==> config.mk <==
export PLATFORM = sky130hd
export DESIGN_NAME = dct_sample_loader_flat
export DESIGN_NICKNAME = d
export VERILOG_FILES = /design/src/rtl/dct_pkg.sv /design/src/rtl/dct_sample_loader_if.sv /design/src/rtl/dct_sample_bank.sv /design/src/rtl/dct_sample_loader.sv /design/src/flat_wrapper.sv
export SDC_FILE = /design/constraint.sdc
export NUM_CORES = 1
export LEC_CHECK = 0
export CELL_PAD_IN_SITES_DETAIL_PLACEMENT = 1
export CELL_PAD_IN_SITES_GLOBAL_PLACEMENT = 1
export CORE_ASPECT_RATIO = 1.5
export CORE_MARGIN = 4
export CORE_UTILIZATION = 30
export DETAILED_ROUTE_END_ITERATION = 10
export PLACE_DENSITY_LB_ADDON = 0.08
export SYNTH_ARGS = -nofsm -noshare
export SYNTH_HDL_FRONTEND = slang
export SYNTH_SLANG_ARGS = --single-unit
==> constraint.sdc <==
create_clock -name clk -period 2.1 [get_ports clk]
set_input_delay 0.21 -clock clk [delete_from_list [all_inputs] [get_ports clk]]
set_output_delay 0.21 -clock clk [all_outputs]
set_load 0.01 [all_outputs]
==> src/rtl/dct_pkg.sv <==
// rtl/dct_pkg.sv - shared constants and helpers for the DCT sample loader
// Purpose : default geometry of the DCT input stage, level-shift constant
//           and the block-slice offset helper used to address flat vectors.
// Ports   : none (package).
// Options : DCT_LEVEL_SHIFT_EN (consumed by dct_sample_loader).
package dct_pkg;

   localparam int DEF_DATA_W  = 8;
   localparam int DEF_N       = 8;
   localparam int DEF_IDX_W   = $clog2(DEF_N);
   localparam int LEVEL_SHIFT = 2 ** (DEF_DATA_W - 1);

   // Bit offset of sample k inside a flat N*w block vector.
   function automatic int slice_off(input int k, input int w);
      return k * w;
   endfunction

endpackage

==> src/rtl/dct_sample_loader_if.sv <==
// rtl/dct_sample_loader_if.sv - sample-in / block-out handshake bundle
// Purpose : groups the sample stream and the parallel block stream.
// Signals : in_valid/in_ready/in_data  - one sample per accepted cycle
//           blk_valid/blk_ready/blk_data/blk_last_bank - one N-sample block
// Modports: master - environment side (drives samples, consumes blocks)
//           slave  - loader side
interface dct_sample_loader_if
   import dct_pkg::*;
#(
   parameter int DATA_W = DEF_DATA_W,
   parameter int N      = DEF_N
);

   logic                in_valid;
   logic                in_ready;
   logic [DATA_W-1:0]   in_data;
   logic                blk_valid;
   logic                blk_ready;
   logic [N*DATA_W-1:0] blk_data;
   logic                blk_last_bank;

   modport master (
      output in_valid, in_data, blk_ready,
      input  in_ready, blk_valid, blk_data, blk_last_bank
   );

   modport slave (
      input  in_valid, in_data, blk_ready,
      output in_ready, blk_valid, blk_data, blk_last_bank
   );

endinterface

==> src/rtl/dct_sample_bank.sv <==
// rtl/dct_sample_bank.sv - one N-entry sample register bank
// Purpose : holds one DCT block; single indexed write port, flat read vector.
// Ports   : clk, reset (async active-low)
//           we, widx, wdata - write sample wdata into entry widx when we=1
//           rdata           - all N entries, entry k at [k*DATA_W +: DATA_W]
module dct_sample_bank
   import dct_pkg::*;
#(
   parameter int DATA_W = DEF_DATA_W,
   parameter int N      = DEF_N
) (
   input  logic                     clk,
   input  logic                     reset,
   input  logic                     we,
   input  logic [$clog2(N)-1:0]     widx,
   input  logic [DATA_W-1:0]        wdata,
   output logic [N*DATA_W-1:0]      rdata
);

   localparam int IDX_W = $clog2(N);

   logic [N*DATA_W-1:0] mem;

   always_ff @(posedge clk or negedge reset) begin
      if (!reset) begin
         mem <= '0;
      end else if (we) begin
         for (int k = 0; k < N; k++) begin
            if (widx == IDX_W'(k)) begin
               mem[slice_off(k, DATA_W) +: DATA_W] <= wdata;
            end
         end
      end
   end

   assign rdata = mem;

endmodule

==> src/rtl/dct_sample_loader.sv <==
// rtl/dct_sample_loader.sv - ping-pong sample-to-block loader for the 1D DCT
// Purpose : collects samples one per cycle into N-sample blocks using two
//           banks; one fills while the other is offered downstream.
// Ports   : clk, reset (async active-low)
//           bus (dct_sample_loader_if.slave):
//             in_valid/in_ready/in_data    - sample stream in
//             blk_valid/blk_ready/blk_data - block stream out
//             blk_last_bank                - bank driving blk_data
// Options : DCT_LEVEL_SHIFT_EN - store samples as in_data - 2^(DATA_W-1)
//           (MSB inverted, two's complement); undefined stores raw samples.
module dct_sample_loader
   import dct_pkg::*;
#(
   parameter int DATA_W = DEF_DATA_W,
   parameter int N      = DEF_N
) (
   input  logic                clk,
   input  logic                reset,
   dct_sample_loader_if.slave  bus
);

   localparam int                IDX_W    = $clog2(N);
   localparam logic [IDX_W-1:0]  LAST_IDX = IDX_W'(N - 1);

   logic                wr_bank;
   logic                rd_bank;
   logic [IDX_W-1:0]    wr_idx;
   logic [1:0]          full;
   logic [1:0]          full_next;

   logic                accept;
   logic                xfer;
   logic                block_done;
   logic [DATA_W-1:0]   store_data;
   logic [N*DATA_W-1:0] rdata0;
   logic [N*DATA_W-1:0] rdata1;

   // Ready comes only from registered state, so a bank freed this cycle
   // becomes writable on the following cycle.
   assign bus.in_ready      = !full[wr_bank];
   assign bus.blk_valid     = full[rd_bank];
   assign bus.blk_data      = rd_bank ? rdata1 : rdata0;
   assign bus.blk_last_bank = rd_bank;

   assign accept     = bus.in_valid && bus.in_ready;
   assign xfer       = bus.blk_valid && bus.blk_ready;
   assign block_done = accept && (wr_idx == LAST_IDX);

`ifdef DCT_LEVEL_SHIFT_EN
   // Subtracting 2^(DATA_W-1) from an unsigned sample is an MSB flip.
   assign store_data = {~bus.in_data[DATA_W-1], bus.in_data[DATA_W-2:0]};
`else
   assign store_data = bus.in_data;
`endif

   dct_sample_bank #(.DATA_W(DATA_W), .N(N)) u_bank0 (
      .clk   (clk),
      .reset (reset),
      .we    (accept && !wr_bank),
      .widx  (wr_idx),
      .wdata (store_data),
      .rdata (rdata0)
   );

   dct_sample_bank #(.DATA_W(DATA_W), .N(N)) u_bank1 (
      .clk   (clk),
      .reset (reset),
      .we    (accept && wr_bank),
      .widx  (wr_idx),
      .wdata (store_data),
      .rdata (rdata1)
   );

   // A transfer and a block completion never hit the same bank: accept needs
   // the write bank empty, transfer needs the read bank full.
   always_comb begin
      full_next = full;
      if (xfer) begin
         full_next[rd_bank] = 1'b0;
      end
      if (block_done) begin
         full_next[wr_bank] = 1'b1;
      end
   end

   always_ff @(posedge clk or negedge reset) begin
      if (!reset) begin
         wr_bank <= 1'b0;
         rd_bank <= 1'b0;
         wr_idx  <= '0;
         full    <= 2'b00;
      end else begin
         full <= full_next;
         if (accept) begin
            if (block_done) begin
               wr_idx  <= '0;
               wr_bank <= ~wr_bank;
            end else begin
               wr_idx <= wr_idx + 1'b1;
            end
         end
         if (xfer) begin
            rd_bank <= ~rd_bank;
         end
      end
   end

endmodule

==> src/flat_wrapper.sv <==
// flat-port wrapper written by rule: the top's interface ports become plain ports
module dct_sample_loader_flat import dct_pkg::*;
#(
   parameter int DATA_W = DEF_DATA_W,
   parameter int N      = DEF_N
)
  (clk, reset, bus_in_valid, bus_in_data, bus_blk_ready, bus_in_ready, bus_blk_valid, bus_blk_data, bus_blk_last_bank);
  dct_sample_loader_if #(.DATA_W(DATA_W), .N(N)) bus_i ();
  input  logic clk;
  input  logic reset;
  input wire logic [$bits(bus_i.in_valid)-1:0] bus_in_valid;
  input wire logic [$bits(bus_i.in_data)-1:0] bus_in_data;
  input wire logic [$bits(bus_i.blk_ready)-1:0] bus_blk_ready;
  output wire logic [$bits(bus_i.in_ready)-1:0] bus_in_ready;
  output wire logic [$bits(bus_i.blk_valid)-1:0] bus_blk_valid;
  output wire logic [$bits(bus_i.blk_data)-1:0] bus_blk_data;
  output wire logic [$bits(bus_i.blk_last_bank)-1:0] bus_blk_last_bank;
  assign bus_i.in_valid = bus_in_valid;
  assign bus_i.in_data = bus_in_data;
  assign bus_i.blk_ready = bus_blk_ready;
  assign bus_in_ready = bus_i.in_ready;
  assign bus_blk_valid = bus_i.blk_valid;
  assign bus_blk_data = bus_i.blk_data;
  assign bus_blk_last_bank = bus_i.blk_last_bank;
  dct_sample_loader #(.DATA_W(DATA_W), .N(N)) u_core (.clk(clk), .reset(reset), .bus(bus_i));
endmodule
Yosys cells after proc, flatten, opt, wreduce, memory -nomap -nowiden
Index checks and enable logic that the tools add are counted.

Flip-flop bits (word level): 135. Input bits: 12. Output and inout port bits: 67.

Add/subtract/negate cells: 1. Magnitude comparators: 4. Eq/ne operators: 7. Multiplexer cells: 12. Bitwise logic cells: 5. Reduce and logical (&&, ||, !) cells: 27.

Operators by type and width (number): $mux 64 (1); $reduce_and 2->1 (17); $eq 3x3->1 const B (4); $logic_and 1x1->1 (7); $eq 3x2->1 const B (2); $mux 1 (6); $lt 1x2->1 const B (2); $mux 2 (2); $add 3x1->3 const B (1); $eq 3x1->1 const B (1); $logic_not 3->1 (1); $mux 3 (1); $and 2x2->2 (1); $demux 1 s1 (2); $ge 1x1->1 const B (2); $logic_not 1->1 (2); $not 1->1 (2); $not 2->2 (1); $or 2x2->2 (1).

Depth between registers and ports, before layout
Gate-level depths: netlist of run 1.

Depth after elaboration: 9. Depth in mapped cells: 6. Depth with buffers taken out: 5.

Hierarchy
Synthesis of run 1 repeated with hierarchy kept, for this count alone.

Cell total of the unflattened synthesis: 388. Area total of the unflattened synthesis: 6023.3 um2.

Modules (own cells, without submodules): dct_sample_bank (instances 2, cells an instance 143, area an instance 2452.4 um2); dct_sample_loader (instances 1, cells an instance 102, area an instance 1118.6 um2).

Worst setup path after synthesis of run 1
No wires, ideal clock.

Path kind: register to register. Start: reg u_core.full[0]. End: reg u_core.u_bank0.mem[39], in the netlist u_core.u_bank0.rdata[39]. Setup time: 0.125 ns. Arrival time: 1.488 ns. Slack: 0.487 ns. Cell stages (with the launch flop): 6. Cell sequence: dfrtp_1 buf_4 nor2_1 and4_1 buf_4 mux2_2.

Word-level cells in the longest chain between the ends: 6.

RTL lines: start: declaration (RTL line dct_sample_loader.sv:28) `logic [1:0] full;`; start signal: assignment (RTL line dct_sample_loader.sv:93) `full <= full_next;`; $mux 1 (implied by the code) (2 in series) (RTL line dct_sample_loader.sv:40) `assign bus.in_ready = !full[wr_bank];`; $logic_not 1->1 (RTL line dct_sample_loader.sv:40); $logic_and 1x1->1 (RTL line dct_sample_loader.sv:45) `assign accept = bus.in_valid && bus.in_ready;`; $logic_and 1x1->1 (RTL line dct_sample_loader.sv:59) `.we (accept && !wr_bank),`; $reduce_and 2->1 (no source line); end signal: indexed assignment (RTL line dct_sample_bank.sv:30) `mem[slice_off(k, DATA_W) +: DATA_W] <= wdata;`; end: declaration (RTL line dct_sample_bank.sv:22) `logic [N*DATA_W-1:0] mem;`.

Every way passes these cells. The select of a mux whose other input is x is not followed. A chain may end at the register's enable or synchronous reset.

Worst setup path in the final report of run 1
Start: reg u_core.rd_bank, in the netlist u_core.bus.blk_last_bank. End: out bus_blk_data[2].

Word-level cells in the longest chain between the ends: 1.

RTL lines: start: declaration (RTL line dct_sample_loader.sv:26) `logic rd_bank;`; start signal: assignment (RTL line dct_sample_loader.sv:103) `rd_bank <= ~rd_bank;`; $mux 64 (RTL line dct_sample_loader.sv:42) `assign bus.blk_data = rd_bank ? rdata1 : rdata0;`; end: declaration (RTL line flat_wrapper.sv:16) `output wire logic [$bits(bus_i.blk_data)-1:0] bus_blk_data;`.

Every way passes these cells.

==> flow_summary_export.csv, run 1 <==
group,metric,value,unit
critical_path,cp.arrival,1.77,ns
critical_path,critPathMaxStageDelay,0.41,ns
cts,ctsLongestPathBuffers,2,
critical_path,type_of_element_capturing_the_critical_path,"output pin",
synthesis,netlist_instances,400,
global_routing,grt-busiest-layer,"met2",
synthesis,synth_fp_nets,418,
synthesis,ys_top_cells_by_area,"dfrtp_1 56%, mux2_2 36%, ha_1 1.2%, buf_4 0.86%, clkbuf_1 0.86%",
placement,placement.io_buffers,78,
critical_path,required,1.89,ns
layout,final_net_count,524,
timing,worst_clock_skew,0.0101,ns
global_routing,maximum_number_of_pins_on_one_net_before_global_route_repair,66,
critical_path,timing_worst_setup_path_type,"register to output pin",
power_and_ir_drop,total_power,0.0132,W
drt,detail_route.drc_violations,0,
power_and_ir_drop,clkPwrFrac,0.256,
drt,num_vias,3687,
critical_path,critical_path.top_delay_family,"buffers and inverters",
cts,clock_tree.htree_level_count,4,
timing,clock.fmax,506,MHz
timing,total_negative_slack,0,ns
drt,detail_route.wl_per_cell,20.2,um
synthesis,synth-edff-count,0,
timing,report.final.hold_viol_count,0,
timing,setup_slack,0.122,ns
global_routing,grt_pass1_wl,25100,um
cts,clkSlewWorstSetupHoldPaths,0.06,ns
critical_path,timing.critical_path.depth,3,
power_and_ir_drop,swShare,0.305,
critical_path,timing.reg2reg.worst_path_depth,5,
global_routing,grt_use_met1,0.171,
die,floorplan.io_pins,79,
layout,layout.area.seq,0.00338,mm^2
cts,clock-sinks,135,
critical_path,crit_path_start,"u_core.bus.blk_last_bank",
critical_path,timing.critical_path.buf_inv,2,
global_routing,globalRoute.totalOverflow,0,
drt,avgViaCountPerCell,4.73,
run_status,run_status,"finished, final reports clean",
critical_path,crit_path_cell_trace,"buf_12 -> mux2_2 -> dlygate4sd2_1",
critical_path,rrSetupSlack,0.34,ns
die,rows,63,
placement,post-place-cells,746,
critical_path,library_cell_contributing_the_largest_single_delay_on_the_critical_path,"dfrtp_2",
critical_path,worstReg2RegEnd,"u_core.u_bank1.rdata[27]",
timing,post-route-period-util,0.942,
drt,drt_pass1_iterations,4,
timing,maxSlewHeadroom,0.557,
power_and_ir_drop,seq_power_share,0.341,
drt,drt.antenna.violating_nets,0,
critical_path,crit_end,"bus_blk_data[2]",
synthesis,synth_ff_type,"dfrtp_1",
die,initial_utilization,0.306,
layout,multiInputGateArea,0.00258,mm^2
timing,period_minus_slack,1.98,ns
layout,drive_above_1_share,0.522,
placement,finalWeightedCongestion,0.723,
power_and_ir_drop,proportion_of_power_drawn_by_combinational_gates,0.403,
hold_path,holdCritPathClass,"primary input to async pin",
synthesis,yosys-top-cells-count,"194 x mux2_2, 135 x dfrtp_1, 14 x clkbuf_1",
die,fp.dieH,182,um
die,fp.dieArea,0.0226,mm^2
global_routing,met3_usage,0.0348,
synthesis,synthDistinctLibCells,27,
cts,cts-buffers-inserted,17,
cts,clock_tree_from_tritoncts,"built",
cts,clk-insertion-delay-late,0.42,ns
power_and_ir_drop,switching_power,0.00402,W
power_and_ir_drop,intPower,0.00916,W
layout,diodes,0,
layout,flow.area_growth_from_synthesis,31.9,%
timing,worst_slew_pin_slew,0.662,ns
power_and_ir_drop,power_leakage,3.69,nW
layout,num-fill-cells,2059,
die,floorplan.core_area,0.0199,mm^2
global_routing,overall_global_routing_usage,0.146,
power_and_ir_drop,power_density_cells,1640,mW/mm^2
drt,routed_wl,15700,um
synthesis,synth-seq-cells,135,
drt,drt_first_iter_violations,68,
critical_path,reg2reg_from,"u_core.wr_idx[2]",
critical_path,worst-path-max-fanout,35,
layout,stdcell_count,779,
synthesis,synth_seq_area_share,0.556,
synthesis,synthDominantAreaCellType,"dfrtp_1",
cts,root_buffer,"clkbuf_16",
synthesis,syn_avg_cell_area,15.2,um^2
placement,dpl_worst_slack,0.126,ns
synthesis,post-synth-top-count-cell,"mux2_2",
power_and_ir_drop,power.ir.vdd_worst,722,uV
global_routing,vias_in_the_first_global_route,4315,
layout,fin_util,0.404,
timing,final-max-slew-violation-count,0,
synthesis,syn_area,0.00608,mm^2
critical_path,critPathLaunchType,"register",
die,fp.dieW,124,um
global_routing,antenna_found_initial,0,
global_routing,grtUsageMet2,0.261,
synthesis,ys_warn_count,0,
synthesis,fraction_of_registers_with_async_set_reset,1.00,
timing,setup_viol_count_final,0,
placement,place_hpwl,10500,um
synthesis,synth.top_cell.area_share,0.556,
flow_run,max_cap_violations,0,
timing,setup_repair_after_global_routing_missed_its_margin,"false",
[per-stage QoR]
stage / hold WS (ns) / instance area [um^2]
floorplan: -0.0856 / 6080
global placement: 0.241 / 7410
global route: 0.376 / 8020
CTS: 0.357 / 8010
finish: 0.336 / 8020
detailed placement: 0.251 / 7410
[worst min path at each step]
stage,start,to,slack [ns]
after floorplan,reset,u_core.bus.blk_last_bank,-0.09
after global placement,reset,u_core.full[1],0.24
after detailed placement,reset,u_core.full[1],0.25
after CTS,reset,u_core.full[1],0.36
after global routing,reset,u_core.full[1],0.38
final,reset,u_core.full[1],0.34
[flip-flops by register name, summed over array words and instances (netlist names)]
name                      flops
u_core.wr_bank                1
u_core.full                   2
u_core.bus.blk_last_bank      1
u_core.wr_idx                 3
u_core.u_bank1.rdata         64
u_core.u_bank0.rdata         64
[kinds of logic after synthesis]
group	count (synthesis)	share of synthesized area
buf+inv	26	0.0208
compound gates	4	0.00432
flops	135	0.556
fa+ha+maj	6	0.0124
mux	197	0.365
simple gates	32	0.0418
[metal layers]
| metal | part of all wire | vias to the layer above |
|---|---|---|
| met4 | 0.014 | 0 |
| met2 | 0.53 | 57 |
| met3 | 0.026 | 15 |
| met5 | 0 | - |
| li1 | - | 1648 |
| met1 | 0.43 | 1967 |
[power groups by stage]
| stage | sequential (W) | clock, W | combinational (W) |
|---|---|---|---|
| 2_1_floorplan | 0.00426 | 0 | 0.00349 |
| 3_3_place_gp | 0.00448 | 0 | 0.00603 |
| 3_5_place_dp | 0.00456 | 0 | 0.00611 |
| 4_1_cts | 0.00451 | 0.00348 | 0.00550 |
| 5_1_grt | 0.00465 | 0.00359 | 0.00581 |
| 6_report | 0.00450 | 0.00337 | 0.00531 |
[placed cells by master (no fill, tap or decap), types with 5 or more instances in the layout]
master           count
clkdlybuf4s50_1     11
buf_4               23
mux2_2             194
nor2_2               5
bufinv_16            6
ha_1                 6
nand2_1              5
dlygate4sd2_1       65
dfrtp_1            134
clkbuf_16           17
buf_12               9
[area by class of cell]
cell class	count	area share
Clock buffer	20	0.0557
Clock inverter	12	0.0278
Inverter	3	0.00140
Multi-Input combinational cell	239	0.321
Sequential cell	135	0.422
Tap cell	260	0.0406
Timing Repair Buffer	110	0.132
[what timing repair did]
item | in CTS | in global routing
endpoints found under the hold margin | 35 | 0
resized for setup | 65 | 2
hold buffers | 1 | 0
setup buffers | 0 | 0
setup endpoints to repair | 65 | 1
Power figures use the tool's default switching activity.
==> run 2, diff against run 1 <==
--- a/config.mk
+++ b/config.mk
@@ -7,11 +7,11 @@
 export LEC_CHECK = 0
 export CELL_PAD_IN_SITES_DETAIL_PLACEMENT = 1
 export CELL_PAD_IN_SITES_GLOBAL_PLACEMENT = 1
-export CORE_ASPECT_RATIO = 1.5
 export CORE_MARGIN = 4
 export CORE_UTILIZATION = 30
 export DETAILED_ROUTE_END_ITERATION = 10
 export PLACE_DENSITY_LB_ADDON = 0.08
+export SKIP_LAST_GASP = 1
 export SYNTH_ARGS = -nofsm -noshare
 export SYNTH_HDL_FRONTEND = slang
 export SYNTH_SLANG_ARGS = --single-unit
==> flow_summary_export.csv, run 2 (synthesis results as in run 1) <==
group,metric,value,unit
cts,clock_tree.htree_level_count,4,
layout,postLayoutCellArea,0.00807,mm^2
power_and_ir_drop,switching_power,0.00412,W
critical_path,reg2reg_from,"u_core.wr_idx[2]",
global_routing,antenna_found_initial,0,
power_and_ir_drop,proportion_of_power_drawn_by_combinational_gates,0.452,
placement,place_hpwl,10000,um
timing,setup_slack,-0.0762,ns
timing,worst_slew_pin_slew,0.700,ns
critical_path,cp.arrival,1.97,ns
cts,clkSlewWorstSetupHoldPaths,0.06,ns
cts,ctsLongestPathBuffers,2,
placement,finalWeightedCongestion,0.704,
global_routing,vias_in_the_first_global_route,4135,
timing,setup_repair_after_global_routing_missed_its_margin,"true",
cts,clock_tree_from_tritoncts,"built",
power_and_ir_drop,swShare,0.309,
layout,diodes,0,
drt,num_vias,3645,
global_routing,maximum_number_of_pins_on_one_net_before_global_route_repair,84,
hold_path,holdCritPathClass,"primary input to async pin",
layout,drive_above_1_share,0.518,
critical_path,timing.reg2reg.worst_path_depth,4,
critical_path,critPathLaunchType,"register",
layout,final_net_count,527,
drt,detail_route.drc_violations,0,
placement,dpl_worst_slack,0.111,ns
timing,clock.fmax,460,MHz
global_routing,grt_pass1_wl,24700,um
run_status,run_status,"finished with violations",
die,floorplan.io_pins,79,
layout,layout.area.seq,0.00338,mm^2
critical_path,worstReg2RegEnd,"u_core.u_bank1.rdata[29]",
die,fp.dieArea,0.0226,mm^2
critical_path,timing_worst_setup_path_type,"register to output pin",
timing,period_minus_slack,2.18,ns
global_routing,globalRoute.totalOverflow,0,
die,rows,51,
die,fp.dieW,150,um
drt,drt_first_iter_violations,111,
die,floorplan.core_area,0.0197,mm^2
timing,worst_clock_skew,0.00729,ns
placement,placement.io_buffers,78,
power_and_ir_drop,seq_power_share,0.339,
layout,num-fill-cells,1988,
critical_path,rrSetupSlack,0.25,ns
global_routing,overall_global_routing_usage,0.148,
placement,placed_inst_area,0.00734,mm^2
layout,fin_util,0.409,
power_and_ir_drop,power_density_cells,1650,mW/mm^2
layout,flow.area_growth_from_synthesis,32.8,%
cts,cts-buffers-inserted,17,
power_and_ir_drop,total_power,0.0133,W
cts,clock-sinks,135,
timing,final-max-slew-violation-count,0,
cts,clk-insertion-delay-late,0.41,ns
drt,detail_route.wl_per_cell,20.6,um
drt,avgViaCountPerCell,4.65,
timing,post-route-period-util,1.04,
power_and_ir_drop,intPower,0.00923,W
critical_path,worst-path-max-fanout,10,
die,fp.dieH,150,um
layout,mostFrequentLayoutCell,"mux2_2",
drt,drt.antenna.violating_nets,0,
run_status,violated_checks,"setup timing",
timing,setup_viol_count_final,28,
drt,drt_pass1_iterations,3,
cts,root_buffer,"clkbuf_16",
die,initial_utilization,0.308,
layout,layout.cells.most_common_list,"194 x mux2_2, 134 x dfrtp_1, 42 x clkdlybuf4s50_1",
layout,multiInputGateArea,0.00258,mm^2
timing,report.final.hold_viol_count,0,
critical_path,required,1.89,ns
timing,maxSlewHeadroom,0.533,
critical_path,type_of_element_capturing_the_critical_path,"output pin",
flow_run,max_cap_violations,0,
power_and_ir_drop,clkPwrFrac,0.208,
drt,routed_wl,16100,um
power_and_ir_drop,power_leakage,3.78,nW
power_and_ir_drop,power.ir.vdd_worst,556,uV
[run 2: cell count changes in the layout (fill, tap and decap cells not counted), moves of 3 or more]
| cell | previous run | this run |
|---|---|---|
| dlymetal6s2s_1 | 1 | 19 |
| clkdlybuf4s50_1 | 11 | 42 |
| clkbuf_8 | 1 | 4 |
| bufinv_16 | 6 | 1 |
| dlygate4sd2_1 | 65 | 16 |
[run 2: worst max-delay path by stage]
stage                             start  slack [ns]                       end  cells after the start
6_report       u_core.bus.blk_last_bank       -0.08          bus_blk_data[14]                      4
5_1_grt        u_core.bus.blk_last_bank       -0.13          bus_blk_data[14]                      4
4_1_cts        u_core.bus.blk_last_bank       -0.12          bus_blk_data[63]                      4
3_5_place_dp               bus_in_valid        0.11  u_core.u_bank0.rdata[19]                      4
3_3_place_gp               bus_in_valid        0.12  u_core.u_bank0.rdata[20]                      4
2_1_floorplan            u_core.full[0]        0.49  u_core.u_bank0.rdata[39]                      5
[run 2: critical path: stages, from the launching register on]
cell	delay, ns
dfrtp_2	0.39
buf_4	0.16
buf_12	0.15
mux2_2	0.35
clkdlybuf4s50_1	0.48
[run 2: power by group through the flow]
stage          Clock (W)  Sequential, W  Combinational (W)
6_report         0.00278        0.00453            0.00604
5_1_grt          0.00298        0.00468            0.00652
4_1_cts          0.00287        0.00452            0.00607
3_5_place_dp           0        0.00456            0.00603
3_3_place_gp           0        0.00450            0.00597
2_1_floorplan          0        0.00426            0.00349
[run 2: area by class of cell]
cell class	instances	share of cell area
Timing Repair Buffer	113	0.151
Multi-Input combinational cell	239	0.320
Tap cell	265	0.0411
Clock buffer	25	0.0614
Inverter	3	0.00140
Clock inverter	4	0.00558
Sequential cell	135	0.419
[run 2: timing repair]
action                                  4_1_cts  5_1_grt
hold buffers                                  1        0
endpoints found under the setup margin       66       51
setup buffers                                 3        3
cloned                                        1        1
hold endpoints to repair                    135        0
gates resized for setup                      18       20
[run 2: per-stage QoR]
step,TNS (ns),hold WS (ns),std cells
after floorplan,0,-0.0856,400
after global placement,0,0.291,746
after detailed placement,0,0.292,746
after CTS,-3.59,0.411,780
after global routing,-2.63,0.422,784
final,-0.575,0.387,784
[run 2: layer usage]
| metal | GRT usage | up-vias | part of all wire |
|---|---|---|---|
| li1 | - | 1641 | - |
| met1 | 0.199 | 1940 | 0.49 |
| met2 | 0.236 | 50 | 0.47 |
| met3 | 0.0340 | 14 | 0.027 |
| met4 | 0.0522 | 0 | 0.015 |
| met5 | 0 | - | 0 |
==> run 3, diff against run 2 <==
--- a/config.mk
+++ b/config.mk
@@ -11,6 +11,7 @@
 export CORE_UTILIZATION = 30
 export DETAILED_ROUTE_END_ITERATION = 10
 export PLACE_DENSITY_LB_ADDON = 0.08
+export SETUP_SLACK_MARGIN = 0.3
 export SKIP_LAST_GASP = 1
 export SYNTH_ARGS = -nofsm -noshare
 export SYNTH_HDL_FRONTEND = slang
==> constraint.sdc (replaced) <==
create_clock -name clk -period 2.1 [get_ports clk]
set_input_delay 0.21 -clock clk [delete_from_list [all_inputs] [get_ports clk]]
set_output_delay 0.21 -clock clk [all_outputs]
set_load 0.05 [all_outputs]
==> flow_summary_export.csv, run 3 (synthesis results as in run 1) <==
group,metric,value,unit
drt,detail_route.drc_violations,0,
cts,clock_tree.htree_level_count,4,
critical_path,crit_path_cell_trace,"buf_16 -> mux2_2 -> buf_12",
global_routing,overall_global_routing_usage,0.151,
critical_path,cp.arrival,1.70,ns
critical_path,type_of_element_capturing_the_critical_path,"output pin",
cts,cts-buffers-inserted,17,
drt,drt.antenna.violating_nets,0,
timing,report.final.hold_viol_count,0,
placement,placement.io_buffers,78,
global_routing,grt_pass1_wl,25300,um
die,fp.dieH,150,um
placement,finalWeightedCongestion,0.756,
timing,post-route-period-util,0.909,
critical_path,critPathLaunchType,"register",
hold_path,holdCritPathClass,"primary input to async pin",
placement,place_hpwl,10300,um
critical_path,critical_path.top_delay_family,"flip-flops",
layout,num-fill-cells,1921,
cts,clock-sinks,135,
critical_path,worst-path-max-fanout,35,
timing,clock.fmax,524,MHz
die,rows,51,
cts,ctsLongestPathBuffers,2,
layout,postLayoutCellArea,0.00894,mm^2
timing,worst_clock_skew,0.00490,ns
layout,stdcell_count,793,
drt,detail_route.wl_per_cell,20.7,um
critical_path,timing_worst_setup_path_type,"register to output pin",
timing,maxSlewHeadroom,0.572,
die,fp.dieArea,0.0226,mm^2
layout,flow.area_growth_from_synthesis,47.1,%
cts,clkSlewWorstSetupHoldPaths,0.06,ns
timing,worst_slew_pin_slew,0.641,ns
drt,num_vias,3731,
cts,clk-insertion-delay-late,0.42,ns
layout,layout.cells.most_common_list,"175 x mux2_2, 133 x dfrtp_1, 72 x buf_12",
die,initial_utilization,0.308,
critical_path,library_cell_contributing_the_largest_single_delay_on_the_critical_path,"dfrtp_2",
layout,diodes,0,
drt,routed_wl,16400,um
flow_run,max_cap_violations,0,
placement,post-place-cells,749,
critical_path,critPathMaxStageDelay,0.44,ns
die,floorplan.io_pins,79,
global_routing,globalRoute.totalOverflow,0,
drt,drt_pass1_iterations,4,
die,fp.dieW,150,um
critical_path,timing.critical_path.buf_inv,2,
global_routing,maximum_number_of_pins_on_one_net_before_global_route_repair,46,
timing,setup_viol_count_final,0,
cts,root_buffer,"clkbuf_16",
layout,final_net_count,533,
timing,period_minus_slack,1.91,ns
run_status,run_status,"finished, final reports clean",
drt,avgViaCountPerCell,4.70,
die,floorplan.core_area,0.0197,mm^2
global_routing,vias_in_the_first_global_route,4310,
critical_path,required,1.89,ns
timing,total_negative_slack,0,ns
timing,final-max-slew-violation-count,0,
cts,clock_tree_from_tritoncts,"built",
layout,mostFrequentLayoutCell,"mux2_2",
drt,drt_first_iter_violations,120,
placement,placed_inst_area,0.00802,mm^2
timing,setup_repair_after_global_routing_missed_its_margin,"true",
global_routing,antenna_found_initial,0,
layout,drive_above_1_share,0.667,
-- run 3: changes by cell type in the layout (fill, tap and decap cells not counted), sizes merged --
cell	previous run	this run
dlygate4sd2	16	0
buf	34	106
inv	3	5
clkinvlp	0	2
bufinv	1	4
clkinv	3	7
dlymetal6s2s	19	0
clkdlybuf4s50	42	10
clkbuf	26	19
-- run 3: per-stage QoR --
stage | hold slack, ns | setup slack (ns) | utilization
after floorplan | -0.0856 | 0.271 | -
after global placement | 0.208 | 0.142 | 0.406
after detailed placement | 0.207 | 0.104 | 0.406
after CTS | 0.318 | 0.161 | 0.444
after global routing | 0.327 | 0.124 | 0.454
final | 0.304 | 0.191 | 0.454
-- run 3: layout make-up --
cell class	instances	area (um^2)	area share
Sequential cell	135	3380	0.378
Timing Repair Buffer	119	1920	0.215
Multi-Input combinational cell	239	2670	0.298
Tap cell	265	332	0.0371
Clock buffer	17	425	0.0476
Inverter	3	11.3	0.00126
Clock inverter	15	203	0.0227
-- run 3: worst paths after layout --
check / endpoint / from / slack, ns / cells past startpoint
max: bus_blk_data[4] / u_core.bus.blk_last_bank / 0.19 / 3
min: u_core.u_bank1.rdata[23] / reset / 0.30 / 2
max reg2reg: u_core.u_bank1.rdata[20] / u_core.wr_idx[0] / 0.37 / 6
min reg2reg: u_core.u_bank0.rdata[46] / u_core.u_bank0.rdata[46] / 0.49 / 1
max in group asynchronous: u_core.u_bank0.rdata[25] / reset / 1.18 / 3
min in group clk: u_core.bus.blk_last_bank / bus_blk_ready / 0.46 / 2
-- run 3: repair_timing --
item | in CTS | in global routing
pin swaps | 0 | 1
endpoints found under the hold margin | 32 | 0
cloned | 2 | 3
setup buffers | 3 | 3
gates resized for setup | 3 | 28
hold buffers | 1 | 0
endpoints found under the setup margin | 65 | 114
-- run 3: metal layers --
metal / GRT usage / vias to the layer above / share of wire
met4: 0.0329 / 0 / 0.0076
met1: 0.190 / 2004 / 0.44
met3: 0.0367 / 9 / 0.027
li1: - / 1666 / -
met5: 0 / - / 0
met2: 0.264 / 52 / 0.52
Power of run 3 is left out: the tool's default activity adds up to more than one toggle a clock period on the data nets, which glitch-free logic cannot reach.
